$ cat config.mk
export PLATFORM = sky130hd
export DESIGN_NAME = config_frame_writer
export DESIGN_NICKNAME = d
export VERILOG_FILES = /design/src/rtl/config_frame_writer_pkg.sv /design/src/rtl/config_frame_writer_strobe.sv /design/src/rtl/config_frame_writer.sv
export SDC_FILE = /design/constraint.sdc
export NUM_CORES = 1
export LEC_CHECK = 0
export ABC_AREA = 1
export CAP_MARGIN = 15
export CORE_MARGIN = 2
export CORE_UTILIZATION = 35
export CTS_CLUSTER_DIAMETER = 80
export DETAILED_ROUTE_END_ITERATION = 6
export PLACE_DENSITY = 0.65
export SKIP_CTS_REPAIR_TIMING = 1
export SYNTH_ARGS = -nofsm -noshare
export SYNTH_HDL_FRONTEND = slang
export SYNTH_SLANG_ARGS = --single-unit
export TNS_END_PERCENT = 100
$ cat constraint.sdc
create_clock -name CLK -period 2.6 [get_ports CLK]
set_clock_uncertainty 0.05 [all_clocks]
set_input_delay 0.78 -clock CLK [delete_from_list [all_inputs] [get_ports CLK]]
set_output_delay 0.78 -clock CLK [all_outputs]
set_load 0.02 [all_outputs]
$ cat src/rtl/config_frame_writer_pkg.sv
// Shared constants, header field positions and FSM state encoding for the
// configuration frame writer.
package config_writer_pkg;

   localparam logic [31:0] SYNC_WORD = 32'hFAB0_FAB1;

   localparam int END_BIT = 31;
   localparam int COL_MSB = 23;
   localparam int COL_LSB = 16;
   localparam int FRM_MSB = 4;
   localparam int FRM_LSB = 0;
   localparam int COL_W   = COL_MSB - COL_LSB + 1;
   localparam int FRM_W   = FRM_MSB - FRM_LSB + 1;

   typedef enum logic [2:0] {
      IDLE   = 3'd0,
      HEADER = 3'd1,
      DATA   = 3'd2,
      SETUP  = 3'd3,
      STROBE = 3'd4,
      HOLD   = 3'd5
   } state_t;

   function automatic logic is_sync(input logic [31:0] word);
      return (word == SYNC_WORD);
   endfunction

endpackage

$ cat src/rtl/config_frame_writer_strobe.sv
// Decodes (column, frame) into a registered one-hot latch-enable vector;
// the vector is all zero whenever en is low.
module frame_strobe_decoder
   import config_writer_pkg::*;
#(
   parameter int NUM_COLUMNS    = 10,
   parameter int FRAMES_PER_COL = 20
) (
   input  logic                                  clk,
   input  logic                                  rst,
   input  logic [COL_W-1:0]                      col,
   input  logic [FRM_W-1:0]                      frame,
   input  logic                                  en,
   output logic [NUM_COLUMNS*FRAMES_PER_COL-1:0] strobe
);

   localparam int NUM_STROBES = NUM_COLUMNS * FRAMES_PER_COL;
   localparam int IDX_W       = $clog2(NUM_STROBES);

   logic [IDX_W-1:0]       idx_s;
   logic [NUM_STROBES-1:0] onehot_s;
   logic [NUM_STROBES-1:0] strobe_r;

   // Flat strobe index and its one-hot image; col/frame are range-checked upstream.
   always_comb begin
      idx_s           = IDX_W'(32'(col) * 32'(FRAMES_PER_COL) + 32'(frame));
      onehot_s        = '0;
      onehot_s[idx_s] = 1'b1;
   end

   // Register the enable so the latch strobe comes straight from a flop.
   always_ff @(posedge clk) begin
      if (rst) begin
         strobe_r <= '0;
      end else if (en) begin
         strobe_r <= onehot_s;
      end else begin
         strobe_r <= '0;
      end
   end

   assign strobe = strobe_r;

endmodule

$ cat src/rtl/config_frame_writer.sv
// Assembles a NUM_ROWS-word configuration frame from a 32-bit word stream and
// fires one latch strobe with a setup cycle before and a hold cycle after it.
module config_frame_writer
   import config_writer_pkg::*;
#(
   parameter int NUM_ROWS       = 9,
   parameter int NUM_COLUMNS    = 10,
   parameter int FRAMES_PER_COL = 20
) (
   input  logic                                  CLK,
   input  logic                                  RESET,
   input  logic [31:0]                           s_data,
   input  logic                                  s_valid,
   output logic                                  s_ready,
   output logic [NUM_ROWS*32-1:0]                FrameData,
   output logic [NUM_COLUMNS*FRAMES_PER_COL-1:0] FrameStrobe,
   output logic                                  busy,
   output logic                                  done,
   output logic                                  err
);

   localparam int FD_W  = NUM_ROWS * 32;
   localparam int ROW_W = $clog2(NUM_ROWS + 1);
   localparam logic [ROW_W-1:0] ROW_LAST = ROW_W'(NUM_ROWS - 1);

   state_t            state_r;
   state_t            next_state_s;
   logic [ROW_W-1:0]  row_cnt_r;
   logic [COL_W-1:0]  col_r;
   logic [FRM_W-1:0]  frame_r;
   logic              discard_r;
   logic [FD_W-1:0]   frame_data_r;
   logic              s_ready_r;
   logic              busy_r;
   logic              done_r;
   logic              err_r;

   logic              acc_s;
   logic              shift_s;
   logic              hdr_load_s;
   logic              hdr_bad_s;
   logic              end_s;
   logic              hdr_range_bad_s;
   logic [COL_W-1:0]  hdr_col_s;
   logic [FRM_W-1:0]  hdr_frm_s;

   assign hdr_col_s       = s_data[COL_MSB:COL_LSB];
   assign hdr_frm_s       = s_data[FRM_MSB:FRM_LSB];
   assign hdr_range_bad_s = (32'(hdr_col_s) >= 32'(NUM_COLUMNS)) ||
                            (32'(hdr_frm_s) >= 32'(FRAMES_PER_COL));
   assign acc_s           = s_valid && s_ready_r;

   // State register.
   always_ff @(posedge CLK) begin
      if (RESET) begin
         state_r <= IDLE;
      end else begin
         state_r <= next_state_s;
      end
   end

   // Next-state decode and per-word datapath controls.
   always_comb begin
      next_state_s = state_r;
      shift_s      = 1'b0;
      hdr_load_s   = 1'b0;
      hdr_bad_s    = 1'b0;
      end_s        = 1'b0;
      case (state_r)
         IDLE: begin
            if (acc_s && is_sync(s_data)) begin
               next_state_s = HEADER;
            end else begin
               next_state_s = IDLE;
            end
         end
         HEADER: begin
            if (!acc_s || is_sync(s_data)) begin
               next_state_s = HEADER;
            end else if (s_data[END_BIT]) begin
               end_s        = 1'b1;
               next_state_s = IDLE;
            end else if (hdr_range_bad_s) begin
               hdr_bad_s    = 1'b1;
               next_state_s = DATA;
            end else begin
               hdr_load_s   = 1'b1;
               next_state_s = DATA;
            end
         end
         DATA: begin
            if (acc_s) begin
               shift_s = 1'b1;
               if (row_cnt_r == ROW_LAST) begin
                  next_state_s = discard_r ? HEADER : SETUP;
               end else begin
                  next_state_s = DATA;
               end
            end else begin
               next_state_s = DATA;
            end
         end
         SETUP:   next_state_s = STROBE;
         STROBE:  next_state_s = HOLD;
         HOLD:    next_state_s = HEADER;
         default: next_state_s = IDLE;
      endcase
   end

   // Frame shift register, header capture and registered status outputs.
   always_ff @(posedge CLK) begin
      if (RESET) begin
         row_cnt_r    <= '0;
         col_r        <= '0;
         frame_r      <= '0;
         discard_r    <= 1'b0;
         frame_data_r <= '0;
         s_ready_r    <= 1'b1;
         busy_r       <= 1'b0;
         done_r       <= 1'b0;
         err_r        <= 1'b0;
      end else begin
         s_ready_r <= (next_state_s == IDLE) || (next_state_s == HEADER) ||
                      (next_state_s == DATA);
         busy_r    <= (next_state_s != IDLE);
         done_r    <= end_s;
         if (hdr_bad_s) begin
            err_r <= 1'b1;
         end
         if (hdr_load_s) begin
            col_r   <= hdr_col_s;
            frame_r <= hdr_frm_s;
         end
         if (hdr_load_s || hdr_bad_s) begin
            discard_r <= hdr_bad_s;
            row_cnt_r <= '0;
         end
         // First word of a frame ends up in the top row slice.
         if (shift_s) begin
            frame_data_r <= {frame_data_r[FD_W-33:0], s_data};
            row_cnt_r    <= row_cnt_r + ROW_W'(1);
         end
      end
   end

   frame_strobe_decoder #(
      .NUM_COLUMNS   (NUM_COLUMNS),
      .FRAMES_PER_COL(FRAMES_PER_COL)
   ) u_strobe (
      .clk   (CLK),
      .rst   (RESET),
      .col   (col_r),
      .frame (frame_r),
      .en    (state_r == SETUP),
      .strobe(FrameStrobe)
   );

   assign s_ready   = s_ready_r;
   assign FrameData = frame_data_r;
   assign busy      = busy_r;
   assign done      = done_r;
   assign err       = err_r;

endmodule

* Word level (Yosys, flattened, before mapping)
Index checks and enable logic that the tools add are counted.
** Word-level totals
- Word-level logic and storage cells :: 66
- Bits in registers :: 513
- Bits of input ports :: 35
** Cells by class
- Magnitude comparators :: 4
- Equality and inequality tests :: 9
- $add $sub $neg :: 2
- Bitwise gates (word level) :: 2
- Reductions and logical operators :: 15
- Mux-type cells :: 22
- $mul :: 1
** Operators with widths (number)
- 32-bit == test, second input constant :: 1
- 3-bit one-hot mux with 6 select lines :: 1
- 1-bit two-way mux :: 13
- 3-bit by 2-bit == test with 1-bit output, second input constant :: 3
- 8-bit by 9-bit less-than comparator with 1-bit output, second input constant :: 1
- 8-bit by 5-bit adder with 8-bit output :: 1
- 1-bit demux with 8-bit select :: 1
- 8-bit by 1-bit greater-or-equal comparator with 1-bit output, second input constant :: 1
- 8-bit by 4-bit greater-or-equal comparator with 1-bit output, second input constant :: 1
- 8-bit by 3-bit multiplier with 6-bit output, second input constant :: 1
- 2-bit two-way mux :: 4
- 4-bit two-way mux :: 2
- 3-bit by 1-bit == test with 1-bit output, second input constant :: 2
- 3-bit == test, second input constant :: 2
- 3-bit zero test :: 2
- 5-bit greater-or-equal comparator, second input constant :: 1
- 1-bit logical OR :: 5
- 4-bit by 1-bit adder with 4-bit output, second input constant :: 1
- 4-bit == test, second input constant :: 1
- 1-bit logical AND :: 3
- 3-bit two-way mux :: 1
- 3-bit nonzero test :: 1
- 3-bit OR reduction :: 1
- 1-bit inverter :: 2
- other kinds (3) :: 3

* Longest topological paths before layout
- Depth after elaboration :: 9
- Mapped depth :: 11
- Gate-level depth less buffers :: 11

* By module
Synthesis repeated with hierarchy kept, for this count alone.
** Unflattened totals
- Cell total of the unflattened synthesis :: 1974
- Area, all modules :: 16946.3 um2
** By module, submodules not included
- config_frame_writer :: area an instance 11054.4 um2, instances 1, cells each 1435, seq. area each 6266.0 um2
- frame_strobe_decoder :: area an instance 5891.9 um2, instances 1, cells each 539, seq. area each 4003.8 um2

* Worst setup path before layout
No wires, ideal clock.
- Kind :: reg-to-reg
- Start point :: register col_r[1]
- End point :: register u_strobe.strobe_r[88], in the netlist u_strobe.strobe[88]
- Stages on the path, launching flop included :: 10
- Arrival :: 2252 ps
- Buffers on the path :: 1
- Setup time :: 130 ps
- Data required time :: 2420 ps
- Slack :: 168 ps
- Period minus slack after synthesis :: 2432 ps
- Cells stage by stage :: dfxtp_1 > ha_1 > ha_1 > fa_1 > inv_1 > xor2_4 > inv_2 > nand3_2 > buf_6 > nor2_1
** On the way
- Longest elaborated chain between the ends :: 6
- Elaborated cells on any way between the ends :: 7
- Those cells by class :: add/sub (1); mul (1); order compare (2); mux (2); reduce/logical (1)
** Ends and longest elaborated chain
- start: declaration :: line config_frame_writer.sv:29 : logic [COL_W-1:0] col_r;
- start signal: assignment :: line config_frame_writer.sv:131 : col_r <= hdr_col_s;
- 8-bit by 3-bit multiplier with 6-bit output (*) :: line config_frame_writer_strobe.sv:26 : idx_s = IDX_W'(32'(col) * 32'(FRAMES_PER_COL) + 32'(frame));
- 8-bit by 5-bit adder with 8-bit output (*) :: line config_frame_writer_strobe.sv:26
- 8-bit by 9-bit less-than comparator with 1-bit output (implied by the code) or 8-bit by 1-bit greater-or-equal comparator with 1-bit output (tied branches) :: line config_frame_writer_strobe.sv:28 : onehot_s[idx_s] = 1'b1;
- 1-bit logical AND (implied by the code) :: line config_frame_writer_strobe.sv:28
- 1-bit two-way mux (implied by the code) :: line config_frame_writer_strobe.sv:28
- 1-bit demux with 8-bit select (*)
- end signal: assignment :: line config_frame_writer_strobe.sv:36 : strobe_r <= onehot_s;
- end: declaration :: line config_frame_writer_strobe.sv:22 : logic [NUM_STROBES-1:0] strobe_r;
Every way passes the cells marked *; elsewhere a longest branch is shown, timed or not.
A chain may end at the register's enable or synchronous reset.

* Worst setup path after layout
- Start point :: register frame_data_r[61], in the netlist FrameData[61]
- End point :: output FrameData[61]
** RTL lines
- start: declaration :: line config_frame_writer.sv:32 : logic [FD_W-1:0] frame_data_r;
- start signal: assignment :: line config_frame_writer.sv:140 : frame_data_r <= {frame_data_r[FD_W-33:0], s_data};
- end: declaration :: line config_frame_writer.sv:15 : output logic [NUM_ROWS*32-1:0] FrameData,
No word-level cell between the ends.

==> summary by stage <==
Outcome
The run finished with clean final reports.

Setup path
The data required time of the worst path is 1.77 ns. On the worst path, the slowest cell contributes a delay of 0.71 ns. The worst-case register-to-register setup slack is 0.11 ns.

For the worst flop-to-flop path, the logic depth is 12. Tracing the worst setup path back leads to its startpoint at FrameData[61]$_SDFFE_PP0P_. Counting both buffers and inverters, the worst setup path holds a total of 1. Following the worst setup path forward leads to its endpoint at FrameData[61]. The kind of cell adding the most delay to the critical path is buffers and inverters.

The kind of start point of the critical path is a register. The destination of the worst register-to-register timing path is u_strobe.strobe[18]$_SDFF_PP0_. Traced cell by cell, the critical path runs through clkdlybuf4s50_1. The worst setup path is captured at an output pin. The startpoint identified for the worst register-to-register timing path is col_r[1]$_SDFFE_PP0P_. By startpoint and endpoint, the worst setup path is classified as reg -> out. The slowest stage cell on the critical path is clkdlybuf4s50_1.

Along the worst path, the maximum fanout reaches 3. The cell count along the critical path is 1. STA puts the critical path data arrival time at 1.69 ns.

GRT
The first global-routing pass estimated 81100 um of wire. The total global routing track utilization is 21.0%. Entering global routing, the biggest net connects 154 pins. After global routing the overflow that remains totals 0. The via count of the first global-routing pass came to 13500. The initial antenna violation count is 0.

Layout
Of the cells placed in the final design, the portion with a size suffix greater than 1 is 10.4%. The post-layout net count is 2511. 0 antenna diodes ended up in the layout. The flip-flop and latch area is 10200 um^2. The utilization after layout is 52.6%.

After the flow finishes, the layout carries non-filler instances totaling 3118. The growth of design area from synthesis to finish is 49.0%. The library cell used most frequently in the layout, excluding fill and tap cells, is nor2_1. Leaving out fill and tap cells, the most frequent cells in the layout are nor2_1 (721), clkdlybuf4s50_1 (524), dfxtp_1 (509), o21ai_0 (293), nand2_1 (81).

The count of filler cells inserted in the layout is 4380. In the final layout, the multi-input gates occupy 5910 um^2.

Placement
Detailed placement finished with a half-perimeter wire length of 39500 um. The cell count after placement is 3011. Prior to clock tree synthesis, the placed netlist has a worst setup slack of -0.0810 ns. The routability congestion estimate is 0.857. The number of buffers inserted by port buffering is 526.

Clocking
In this run the number of H-tree levels came out at 2. The clock drives 511 sinks. The maximum number of buffers from clock root to sink is 3.

The CTS tree is built. The number of clock buffers added by TritonCTS is 53. The clock transition at the registers of the reported paths is 0.06 ns. The buffer type at the clock tree root is clkbuf_16. The clock reaches the later pin of the worst-skew pair after 0.60 ns.

STA
Setup violations remaining at the end of the flow were counted as 0. The final critical path takes up 96.9% of the cycle. The top achievable clock speed is 397 MHz. The final hold violation count came to 0. The final number of max-transition violations was 0. The clock period minus worst slack is 2.52 ns.

The minimum hold slack is 0.408 ns. The slack of the critical path is 0.0797 ns. At the pin with the least slew margin, the transition time is 0.627 ns.

Headroom to the max-slew limit came out at 57.8%. The accumulated negative setup slack is 0 ns.

Hold path
In this run the most critical hold path is launched from err$_SDFFE_PP0P_. The path class of the tightest hold or removal check is reg -> reg.

Routing
Dividing the detail-routed wire length by the instance count gives 17.8 um. Once detail routing completed, the nets flagged for antenna violations numbered 0. The first routing iteration left 1063 violations.

Summed over all layers, the routed wires come to 55500 um. The detailed-route DRC error count is 0. After detailed routing, the number of vias per cell comes to 4.68. For this run, the detailed router's first-pass iteration total came to 5.

The final route contains 14600 vias.

Synthesis
The most area-hungry cell type in the Yosys netlist is dfxtp_1. Counting every instance in the synthesized netlist gives 1938. The share of flip-flops with an asynchronous set or reset after synthesis is 0%. For this run, the leading register cell type out of synthesis is dfxtp_1. For this run, the number of Yosys warnings is 0. Yosys mapped a number of flops with a built-in enable equal to 0. In this run the cell area of the synthesized design comes to 16800 um^2. After synthesis the netlist holds a flip-flop and latch count of 511. By area the synthesized netlist is led by dfxtp_1 (61%), nor2_1 (16%), o21ai_0 (8.7%), nor3_2 (3.6%), nand2_1 (1.9%). The average instance in the mapped netlist occupies 8.69 um^2. Counting every net in the synthesized netlist gives 1984. The area share of the largest cell type after synthesis is 60.8%. The register area share after synthesis is 60.8%. The count of different cell masters after synthesis is 36.

Floorplan
The area of the core is 47600 um^2. The initial standard-cell utilization of the core is 35.3%. The floorplan has 80 rows. The die boundary height is 223 um.

The number of primary I/O pins is 527. The horizontal die dimension is 223 um. The total die area is 49900 um^2.

Power and ir drop
In this run the static leakage power is 9.14 nW. The share of total power dissipated in combinational logic is 5.7%. The switching power of the nets is 3.77 mW. The largest vdd supply drop is 457 uV. Net switching is 22.8% of the power. The power density of the placed cells is 658 nW/um^2. Registers are responsible for 48.8% of the overall power. Internal power comes to 12.7 mW.

The clock network fraction of design power is 45.6%.

Job
Across the run, the number of max-cap violations was 0.
area by class of cell:
| type | count | share of cell area, % |
|---|---|---|
| multi-input cells | 1248 | 23.6 |
| well taps | 615 | 3.07 |
| inverters | 49 | 0.803 |
| clock buffers | 73 | 6.07 |
| repair buffers | 602 | 24.9 |
| clock inverters | 20 | 0.828 |
| flip-flops and latches | 511 | 40.8 |
cells by family (layout without fill, tap and decap cells):
kind of cell               count (synthesis)  count (layout)  share of synthesized area [%]
DFF                                      511             511                           60.8
and+or+nand+nor                          911             913                           23.7
buffers and inverters                    181             744                           4.63
AOI/OAI and AO/OA                        320             320                           9.61
adders and majority gates                 11              11                          0.907
xor gates and xnor gates                   4               4                          0.364
power groups by stage:
stage               Combinational (mW)  Clock [mW]  Sequential [mW]
global route                      1.03        7.97             8.06
finish                           0.936        7.52             8.05
floorplan                        0.372           0             8.33
detailed placement               0.935           0             8.22
global placement                 0.926           0             8.21
CTS                              0.938        7.65             8.05
sequential cells by signal (all words and copies together), names as in the netlist, 3 cells and up:
name	cells
state_r	3
u_strobe.strobe	200
row_cnt_r	4
FrameData	288
col_r	6
frame_r	5
per-stage QoR:
stage / power, mW / cell area [um^2]
CTS: 16.6 / 24800
finish: 16.5 / 25100
global route: 17.1 / 25100
detailed placement: 9.15 / 23100
floorplan: 8.70 / 16800
global placement: 9.14 / 23100
cells in the mapped netlist, types with 2 or more instances:
cell and n:
a21oi_1 24, buf_1 13, buf_2 29, buf_4 3, buf_6 7, clkbuf_1 80, dfxtp_1 511, fa_1 2
ha_1 9, inv_1 44, inv_2 4, nand2_1 83, nand2_2 4, nand2_4 2, nand3_1 13, nand3_2 2
nand3_4 6, nand4_1 3, nor2_1 724, nor2_4 2, nor3_1 6, nor3_2 60, o21ai_0 293, xnor2_1 2
routing by layer:
metal,GRT usage [%],vias to the layer above,part of all wire [%]
li1,-,7231,-
met1,26.6,6794,43
met2,35.2,447,47
met3,4.16,118,5.8
met4,8.73,0,3.9
met5,0,-,0
worst min-delay path by stage:
| stage | endpoint | slack, ns | depth (start not counted) |
|---|---|---|---|
| after floorplan | col_r[4]$_SDFFE_PP0P_ | 0.39 | 2 |
| after global placement | err$_SDFFE_PP0P_ | 0.40 | 2 |
| after detailed placement | err$_SDFFE_PP0P_ | 0.40 | 2 |
| after CTS | err$_SDFFE_PP0P_ | 0.41 | 2 |
| after global routing | err$_SDFFE_PP0P_ | 0.44 | 2 |
| final | err$_SDFFE_PP0P_ | 0.41 | 2 |
Power figures use the tool's default switching activity.
